===== src/rtl/lightsaber_settings_regs.sv =====
// Settings register bank for a blade controller: colour, length and configuration
// are each captured one clock after being presented and cleared asynchronously.
module lightsaber_settings_regs #(
    parameter int COLOR_W = 8,
    parameter int INCH_W  = 2,
    parameter int DEC_W   = 6,
    parameter int CFG_W   = 2
) (
    input  logic               clk,
    input  logic               rst,
    input  logic [COLOR_W-1:0] Ri,
    input  logic [COLOR_W-1:0] Gi,
    input  logic [COLOR_W-1:0] Bi,
    input  logic [INCH_W-1:0]  Ini,
    input  logic [DEC_W-1:0]   Deci,
    input  logic [CFG_W-1:0]   configSet,
    output logic [COLOR_W-1:0] Ro,
    output logic [COLOR_W-1:0] Go,
    output logic [COLOR_W-1:0] Bo,
    output logic [INCH_W-1:0]  Ino,
    output logic [DEC_W-1:0]   Deco,
    output logic [CFG_W-1:0]   configOut
);

    // Groups kept in separate processes so each stays an independent register set.
    always_ff @(posedge clk or negedge rst) begin
        if (!rst) begin
            Ro <= '0;
            Go <= '0;
            Bo <= '0;
        end else begin
            Ro <= Ri;
            Go <= Gi;
            Bo <= Bi;
        end
    end

    always_ff @(posedge clk or negedge rst) begin
        if (!rst) begin
            Ino  <= '0;
            Deco <= '0;
        end else begin
            Ino  <= Ini;
            Deco <= Deci;
        end
    end

    always_ff @(posedge clk or negedge rst) begin
        if (!rst) begin
            configOut <= '0;
        end else begin
            configOut <= configSet;
        end
    end

endmodule


===== config.mk =====
export PLATFORM = sky130hd
export DESIGN_NAME = lightsaber_settings_regs
export DESIGN_NICKNAME = d
export VERILOG_FILES = /design/src/rtl/lightsaber_settings_regs.sv
export SDC_FILE = /design/constraint.sdc
export NUM_CORES = 1
export LEC_CHECK = 0
export CORE_AREA = 8 8 81 54
export CTS_CLUSTER_SIZE = 12
export DETAILED_ROUTE_END_ITERATION = 16
export DIE_AREA = 0 0 89 62
export GPL_TIMING_DRIVEN = 0
export PLACE_DENSITY_LB_ADDON = 0.3
export REMOVE_ABC_BUFFERS = 1
export SLEW_MARGIN = 20
export SYNTH_ARGS = -nofsm -noshare
export SYNTH_HDL_FRONTEND = slang
export SYNTH_SLANG_ARGS = --single-unit
export TNS_END_PERCENT = 20

===== constraint.sdc =====
create_clock -name clk -period 0.8 [get_ports clk]
set_input_delay 0.08 -clock clk [delete_from_list [all_inputs] [get_ports clk]]
set_output_delay 0.08 -clock clk [all_outputs]
set_load 0.01 [all_outputs]

Word-level counts from Yosys, hierarchy flattened:

Index checks and enable logic that the tools add are counted.
W data, S select, Z words.

* bits in registers: 34
* output and inout bits: 34
* logic and storage cells: 6

Depth between registers and ports, before layout:

Gate-level depths: netlist of run 1.

* depth after elaboration: 0
* mapped depth: 0

Least setup slack after synthesis of run 1:

Ideal clock, no wire load.

* path type: reg2out
* start: reg Bo[0]
* end: out Bo[0]
* arrival time: 0.376 ns
* data required time: 0.720 ns
* path slack: 0.344 ns
* stages on the path, launching flop included: 1
* buffers on the path: 0
* path through: dfrtp_1

RTL lines
* start: declaration: RTL line 19 `output logic [COLOR_W-1:0] Bo,`
* start signal: assignment: RTL line 34 `Bo <= Bi;`

No word-level cell between the ends.

Worst setup path after layout of run 1:

* start: reg Bo[6]
* end: out Bo[6]

No word-level cell between the ends.

==> results of run 1 <==
state kept, by name, indices dropped and copies added, names as in the netlist:
| register | cells |
|---|---|
| configOut | 2 |
| Ino | 2 |
| Go | 8 |
| Ro | 8 |
| Deco | 6 |
| Bo | 8 |
layer usage:
| layer | global-route usage | vias to the layer above |
|---|---|---|
| met5 | 0 | - |
| met2 | 0.114 | 50 |
| li1 | - | 253 |
| met1 | 0.0789 | 267 |
| met4 | 0.0352 | 0 |
| met3 | 0.0827 | 0 |
cells in the mapped netlist, drive strengths merged:
cell type  number
dfrtp          34
cells by family after synthesis:
kind of cell  Yosys count  share of synthesized area
DFF                    34                       1.00
where the power goes:
group	leakage, nW	switching, mW	internal, mW
sequential	0.396	0.0267	1.81
clock	0.0383	0.503	0.597
combinational	0.300	0.134	0.244
total	0.735	0.664	2.65
stage by stage:
stage	setup TNS, ns	std cells	hold slack, ns	util	total power, mW
global route	-2.50	155	-0.0704	0.502	3.49
floorplan	0	34	-0.216	-	1.91
finish	-1.23	155	-0.130	0.502	3.31
CTS	-1.92	155	-0.112	0.474	3.34
global placement	-35.70	148	0.526	0.505	2.29
detailed placement	-4.11	148	0.182	0.504	2.29
path summary, 6_finish.rpt:
check	to	slack, ns	cells after the start
min	Bo[2]	-0.13	1
max	Bo[6]	-0.05	1
min in group clk	Deco[2]	0.25	1
max in group asynchronous	Go[6]	0.47	1
placed cells by master, fill, tap and decap left out:
cell type | synthesis | final
dfrtp_1 | 34 | 34
clkdlybuf4s50_1 | 0 | 34
buf_2 | 0 | 21
buf_6 | 0 | 14
clkbuf_8 | 0 | 5
clkbuf_1 | 0 | 2
area by class of cell:
type                  count  area [um^2]  area share
Sequential cell          34          851       0.536
Tap cell                 45         56.3      0.0355
Timing Repair Buffer     69          603       0.380
Clock buffer              7         76.3      0.0481
repair_timing:
item                                    CTS  global route
gates cloned                              0             0
endpoints found under the setup margin   34            34
endpoints found under the hold margin    34            34
gates resized for setup                 136            14
==> metrics.cfg, run 1 <==
[route]
route.met3.wl_um=472
vias_per_cell=3.68
wl_per_cell_um=14.0
vias=570
wl_mm=2.17
drc=0
wl_met1_um=807
dr_wl_met2_um=888
dr.pass1.iters=2
top_layer=met3
drt_iter0_drc=7
ant_nets=0

[finish]
antennaDiodeCount=0
multi_input_area_um2=0
num-fill-cells=304
num-multi-input-gates=0
drive_above_1_share=0.364
syn_to_final_growth_pct=86.5
design_area_mm2=0.00159
finalNetCount=146

[setup_path]
worst_setup_path_start_kind=register
crit_start=Bo[6]
crit_required_ns=0.72
arrival_ns=0.77
crit_chain=buf_2
endpoint_kind=output pin
path_class=register to output pin
cp_num_buf_inv=1
slowest_delay_ns=0.36
crit_family=flip-flops
cp_slowest_cell=dfrtp_1
cp_max_fo=1

[sta]
fin_ws_ns=-0.0486
hold_slack_ns=-0.130
worstMarginPinSlew_ns=0.721
fmax_ghz=1.18
hold_viol_final=34
period_share=1.06
period_needed_ns=0.849
drv_slew=0
rsz0062_at_grt=yes
setup_viol=34
slew_headroom=0.519

[clock_network]
clk_pin_slew_ns=0.06
cts_tree=yes
numCtsBuffers=5
clock_sinks=34
cts_setup_buffers=0
cts_buffer_depth=2
ctsHtreeMaxLevel=2
root_buffer=clkbuf_8

[floorplan]
initial_core_util=0.269
die_area_mm2=0.00552
num_rows=16
die_h_um=62
core_mm2=0.00316
num_io_pins=70
fp.dieW_um=89

[yosys]
ys_warn_count=0
ys_types=1
synth_area_leaders=dfrtp_1
avgSynthCellArea_um2=25.0
netlist_area_um2=851
syn_inst=34
ys_ff_latch=34
synth_area_leader_cell=dfrtp_1
synth_top_area_frac=1.00
ys_seq_area_frac=1.00

[run_status]
status=finished with violations
violations=negative hold slack, negative setup slack

[worst_hold_path]
min_path_type=input pin to async pin

[global_routing]
grt_pass1_vias=684
grt_start_max_net_pins=35
grtUsageTotal=0.0818
grt_overflow=0
grt_pass1_wl_mm=3.19
antenna_found_initial=0

[run]
maxCapViolCount=0

[pwr]
ir_drop_mv=1.19
p_per_area_mw_per_mm2=2090
leakage_nw=0.735

[placed_design]
pre_cts_slack_ns=-0.133
gp_congestion=0.640
portBuffers=69
hpwl_mm=1.74
place_area_mm2=0.00159

(Power assumes the default switching activity.)
==> run 2: changes to the inputs <==
- CELL_PAD_IN_SITES_DETAIL_PLACEMENT: default -> 0
- CELL_PAD_IN_SITES_GLOBAL_PLACEMENT: default -> 1
- CORE_AREA: 8 8 81 54 -> 8 8 66 83
- DIE_AREA: 0 0 89 62 -> 0 0 74 91
- PLACE_DENSITY: default -> 0.67
- PLACE_DENSITY_LB_ADDON: 0.3 -> default
==> metrics.cfg, run 2 (synthesis gave the netlist of run 1 again) <==
[run_status]
violations=negative hold slack, negative setup slack
status=finished with violations

[pwr]
p_sw_uw=675
p_per_area_mw_per_mm2=2070
swShare=0.203
seqPwrFrac=0.552
ir_drop_mv=0.965
comb_power_share=0.114
internal_power_mw=2.65
pwr-share-clk=0.334
leakage_nw=0.735

[floorplan]
fp.dieW_um=74
num_io_pins=70
core_mm2=0.00422
die_area_mm2=0.00673
num_rows=27
initial_core_util=0.201
die_h_um=91

[clock_network]
root_buffer=clkbuf_8
cts_setup_buffers=0
numCtsBuffers=5
cts_tree=yes
cts_buffer_depth=2
clk_pin_slew_ns=0.06
clock_sinks=34
ctsHtreeMaxLevel=2

[sta]
fin_ws_ns=-0.0609
fmax_ghz=1.16
setup_viol=34
finalSetupTns_ns=-1.39
worstMarginPinSlew_ns=0.709
period_share=1.08
rsz0062_at_grt=yes
slew_headroom=0.527
drv_slew=0
hold_slack_ns=-0.142
hold_viol_final=34
period_needed_ns=0.861

[route]
vias_per_cell=3.39
vias=570
wl_mm=2.24
wl_per_cell_um=13.3
ant_nets=0
drc=0
dr.pass1.iters=3
drt_iter0_drc=9

[finish]
num-fill-cells=429
seqCellArea_um2=851
design_area_mm2=0.00160
finalNetCount=146
drive_above_1_share=0.364
top_regs=Bo (8), Go (8), Ro (8)
syn_to_final_growth_pct=88.4
multi_input_area_um2=0
num-multi-input-gates=0
final_cell_mix=dfrtp_1, clkdlybuf4s50_1, buf_2
antennaDiodeCount=0

[run]
maxCapViolCount=0

[setup_path]
crit_chain=buf_6
cp.depth=1
crit_required_ns=0.72
worst_setup_path_start_kind=register
cp_max_fo=1
crit_start=Bo[0]
cp_num_buf_inv=1
path_class=register to output pin
cp_slowest_cell=dfrtp_1
endpoint=Bo[0]
endpoint_kind=output pin
slowest_delay_ns=0.38
crit_family=flip-flops
arrival_ns=0.78

[placed_design]
portBuffers=69
hpwl_mm=1.85
place_area_mm2=0.00161
gp_congestion=0.669

[global_routing]
antenna_found_initial=0
grt_overflow=0
grt_pass1_wl_mm=3.54
grt_start_max_net_pins=35
grtUsageTotal=0.0725
grt_pass1_vias=659

[worst_hold_path]
min_path_type=input pin to async pin

[run 2: how the worst min path moves through the flow]
stage / start / end / slack, ns
after floorplan: rst / Bo[0] / -0.22
after global placement: Ri[5] / Ro[5] / 0.53
after detailed placement: rst / Go[0] / 0.18
after CTS: rst / Go[0] / -0.12
after global routing: rst / Bo[5] / -0.09
final: rst / Go[0] / -0.14
[run 2: cell type report]
cell class,count,area share
Clock buffer,7,0.0476
Sequential cell,34,0.531
Tap cell,58,0.0453
Timing Repair Buffer,69,0.376
[run 2: metrics by stage]
step	power, mW	instances	hold WS (ns)	worst slack, ns	util
after global placement	2.29	161	0.529	-0.960	0.382
after floorplan	1.91	34	-0.216	0.344	-
final	3.32	168	-0.142	-0.0609	0.380
after global routing	3.51	168	-0.0892	-0.102	0.380
after detailed placement	2.30	161	0.180	-0.141	0.381
after CTS	3.37	168	-0.123	-0.0804	0.365
[run 2: repair_timing]
| item | 4_1_cts | 5_1_grt |
|---|---|---|
| setup endpoints to repair | 34 | 34 |
| resized for setup | 140 | 10 |
| hold endpoints to repair | 34 | 34 |
[run 2: power by group through the flow]
stage / logic, mW / registers, mW / clock network, mW
detailed placement: 0.435 / 1.86 / 0
global route: 0.408 / 1.84 / 1.26
global placement: 0.435 / 1.86 / 0
finish: 0.379 / 1.83 / 1.11
CTS: 0.363 / 1.83 / 1.18
floorplan: 0 / 1.91 / 0
[run 2: metal layers]
layer,vias up,part of all wire,global-route usage
met1,273,0.30,0.0612
li1,252,-,-
met4,0,0.018,0.0351
met3,7,0.12,0.0440
met5,-,0,0
met2,38,0.56,0.127
==> run 3: changes to the inputs <==
- ABC_CLOCK_PERIOD_IN_PS: default -> 800
- MAX_ROUTING_LAYER: default -> met4
==> metrics.cfg, run 3 (synthesis gave the netlist of run 1 again) <==
[sta]
fin_ws_ns=-0.0604
period_needed_ns=0.860
setup_viol=34
finalSetupTns_ns=-1.50
rsz0062_at_grt=yes
slew_headroom=0.527
hold_slack_ns=-0.145
worstMarginPinSlew_ns=0.710
hold_viol_final=34
period_share=1.08
drv_slew=0
fmax_ghz=1.16

[setup_path]
cp_max_fo=1
path_class=register to output pin
crit_required_ns=0.72
crit_family=flip-flops
cp_num_buf_inv=1
arrival_ns=0.78
crit_chain=buf_6
slowest_delay_ns=0.38
worst_setup_path_start_kind=register
cp_slowest_cell=dfrtp_1
endpoint_kind=output pin

[global_routing]
grtUsageTotal=0.0746
grt_start_max_net_pins=35
grt_overflow=0
grt_pass1_wl_mm=3.54
antenna_found_initial=0
grt_pass1_vias=659

[floorplan]
fp.dieW_um=74
die_h_um=91
num_rows=27
die_area_mm2=0.00673
num_io_pins=70
core_mm2=0.00422
initial_core_util=0.201

[placed_design]
pre_cts_slack_ns=-0.141
gp_congestion=0.675
portBuffers=69
hpwl_mm=1.85

[finish]
top_regs=Bo (8), Go (8), Ro (8)
drive_above_1_share=0.364
multi_input_area_um2=0
final_cell_mix=dfrtp_1, clkdlybuf4s50_1, buf_2
finalNetCount=146
syn_to_final_growth_pct=86.9
num-multi-input-gates=0
antennaDiodeCount=0

[route]
wl_mm=2.27
dr.pass1.iters=2
vias=571
ant_nets=0
drc=0
drt_iter0_drc=16
vias_per_cell=3.40
wl_per_cell_um=13.5

[clock_network]
cts_buffer_depth=2
cts_tree=yes
clock_sinks=34
root_buffer=clkbuf_8
cts_setup_buffers=0
clk_pin_slew_ns=0.06
ctsHtreeMaxLevel=2
numCtsBuffers=5

[pwr]
p_total_mw=3.33
p_per_area_mw_per_mm2=2090
leakage_nw=0.731
ir_drop_mv=0.966

[worst_hold_path]
min_path_type=input pin to async pin

[run_status]
violations=negative hold slack, negative setup slack
status=finished with violations

[run]
maxCapViolCount=0

[run 3: changes by cell type in the layout (fill, tap and decap cells not counted)]
cell   before  now
buf_6      14   12
buf_2      21   23
[run 3: final cells by class]
class                 instances  area (um^2)
clock buffer                  7         76.3
tap                          58         72.6
sequential                   34          851
fill                        431         2630
timing repair buffer         69          591
[run 3: where the power goes]
part / switching [mW] / total, mW / leakage (nW) / internal (mW)
Combinational: 0.134 / 0.373 / 0.296 / 0.238
Clock: 0.523 / 1.12 / 0.0383 / 0.597
Sequential: 0.0253 / 1.83 / 0.396 / 1.81
[run 3: final timing paths]
check	from	depth (start not counted)	to	slack, ns
worst max-delay path	Bo[0]	1	Bo[0]	-0.06
worst min-delay path	rst	1	Bo[5]	-0.15
max in group asynchronous	rst	1	Ino[1]	0.49
min in group clk	Ini[0]	1	Ino[0]	0.24
[run 3: what timing repair did]
action | CTS | global route
endpoints found under the hold margin | 34 | 34
endpoints found under the setup margin | 34 | 34
resized for setup | 140 | 8
[run 3: stage by stage]
stage / area, um^2 / util / instances
2_1_floorplan: 851 / - / 34
5_1_grt: 1590 / 0.377 / 168
4_1_cts: 1540 / 0.365 / 168
3_5_place_dp: 1610 / 0.381 / 161
6_report: 1590 / 0.377 / 168
3_3_place_gp: 1610 / 0.382 / 161
[run 3: per-layer routing]
layer  share of wire  track usage
met1            0.33       0.0679
met2            0.56        0.127
met3           0.097       0.0330
met5               0            -
met4           0.016       0.0351
==> variant: new RTL, settings of run 1 <==
Change the parameter `DEC_W` from 6 to 5.
--- a/src/rtl/lightsaber_settings_regs.sv
+++ b/src/rtl/lightsaber_settings_regs.sv
@@ -3,7 +3,7 @@
 module lightsaber_settings_regs #(
     parameter int COLOR_W = 8,
     parameter int INCH_W  = 2,
-    parameter int DEC_W   = 6,
+    parameter int DEC_W   = 5,
     parameter int CFG_W   = 2
 ) (
     input  logic               clk,
Interface: changed (resized Deci and Deco); port bits go from 70 to 68. No check against the original RTL was run, so the function may have changed too.
==> variant against run 1 <==
- the run still ends with hold timing, setup timing left
- total power is 4.3% higher
- synthesized area fell by 2.9%
- routed wire length grew 0.37%
- via count down 4.7%
- design area down 1.7%
- sequential cell count fell by 1
- maximum frequency decreased by 0.86%
- setup slack worse by 0.0074 ns
- critical endpoint is now Ro[3]
==> variant: results (changes against run 1) <==
metric,value,unit,change
outcome,"complete, but fails checks",,
violations,"hold timing, setup timing",,
worst_hold_slack,-0.149,ns,-0.0194 ns
top_regs,"Bo: 8 flops, Go: 8 flops, Ro: 8 flops",,
synthArstFlopShare,1.00,,unchanged
fillers,323,,+6.3%
placed_area,1550,um2,-2.8%
seq_power_share,0.515,,-0.039
clock_tree.buffer_depth,2,,unchanged
yosysSeqAreaShare,1.00,,unchanged
die_area,5520,um2,unchanged
grt_pass1_vias,636,,-7.0%
finish.instance_area,1560,um2,-1.7%
gp_congestion,0.642,,+0.19%
vias,543,,-4.7%
setup_violations,33,,-2.9%
p_sw,694,uW,+4.6%
vdd_drop_max,1.46,mV,+23%
crit_family,flip-flops,,
antenna_cells,0,,unchanged
cts.repair.resized,134,,-1.5%
grt_max_degree,34,,-2.9%
synth_area_leaders,dfrtp_1,,
syn_inst,33,,-2.9%
crit_path_max_fanout,1,,unchanged
ys.flop_type,dfrtp_1,,
drtIter0Drc,14,,+7
cts.clk_slew.worst_paths,0.06,ns,about the same
stdcell_count,153,,-1.3%
post_drt_wl_per_cell,14.2,um,+1.7%
dpl_worst_slack,-0.137,ns,-0.00350 ns
max_slew_margin,0.539,,+0.0196
cpMaxStageDelayCell,dfrtp_1,,
layout_setup_ws,-0.0559,ns,-0.00736 ns
pwr-share-clk,0.380,,+0.048
synth_common_cells,dfrtp_1,,
grt_pass1_wl,3.31,mm,+3.7%
drt_first_pass_iters,2,,unchanged
grt_use_total,0.0838,,+0.00202
root_buffer,clkbuf_8,,
synth_cell_types,1,,unchanged
report.final.hold_viol_count,33,,-2.9%
drive_gt1_frac,0.389,,+0.0253
cts_buffers,5,,unchanged
critPathMaxStageDelay,0.37,ns,
fin_total_pwr,3.46,mW,+4.3%
post_cts_buffers,0,,unchanged
dp_hpwl,1.75,mm,+0.46%
nets,142,,-2.7%
h-tree-depth,2,,unchanged
yosysWarnings,0,,unchanged
critical_path_arrival,0.78,ns,
numPortBuffers,67,,-2.9%
antenna_found_initial,0,,unchanged
hold_class,in2async,,
multi_input_cells,0,,unchanged
tns,-1.40,ns,-0.176 ns
power.leakage,0.727,nW,-1.1%
-- variant: routing by layer --
metal,GRT usage,up-vias,part of all wire
met5,0,-,0
met4,0.0493,0,0.020
met3,0.0420,6,0.083
met2,0.140,30,0.53
met1,0.0852,260,0.37
li1,-,247,-
-- variant: layout make-up --
class | instances | share of cell area
clock buffers | 7 | 0.0618
flip-flops and latches | 33 | 0.530
clock inverters | 1 | 0.00321
repair buffers | 67 | 0.369
well taps | 45 | 0.0361
-- variant: kinds of logic (layout without fill, tap and decap cells) --
logic type / count (synthesis) / after routing / share of synthesized area
buffers and inverters: 0 / 75 / 0
flip-flops: 33 / 33 / 1.00
-- variant: path summary, 6_finish.rpt --
check / from / end / cells past startpoint
worst max-delay path: Ro[3]$_DFF_PN0_ / Ro[3] / 1
worst min-delay path: rst / Ro[6]$_DFF_PN0_ / 1
min in group clk: Bi[6] / Bo[6]$_DFF_PN0_ / 1
max in group asynchronous: rst / Ro[4]$_DFF_PN0_ / 1
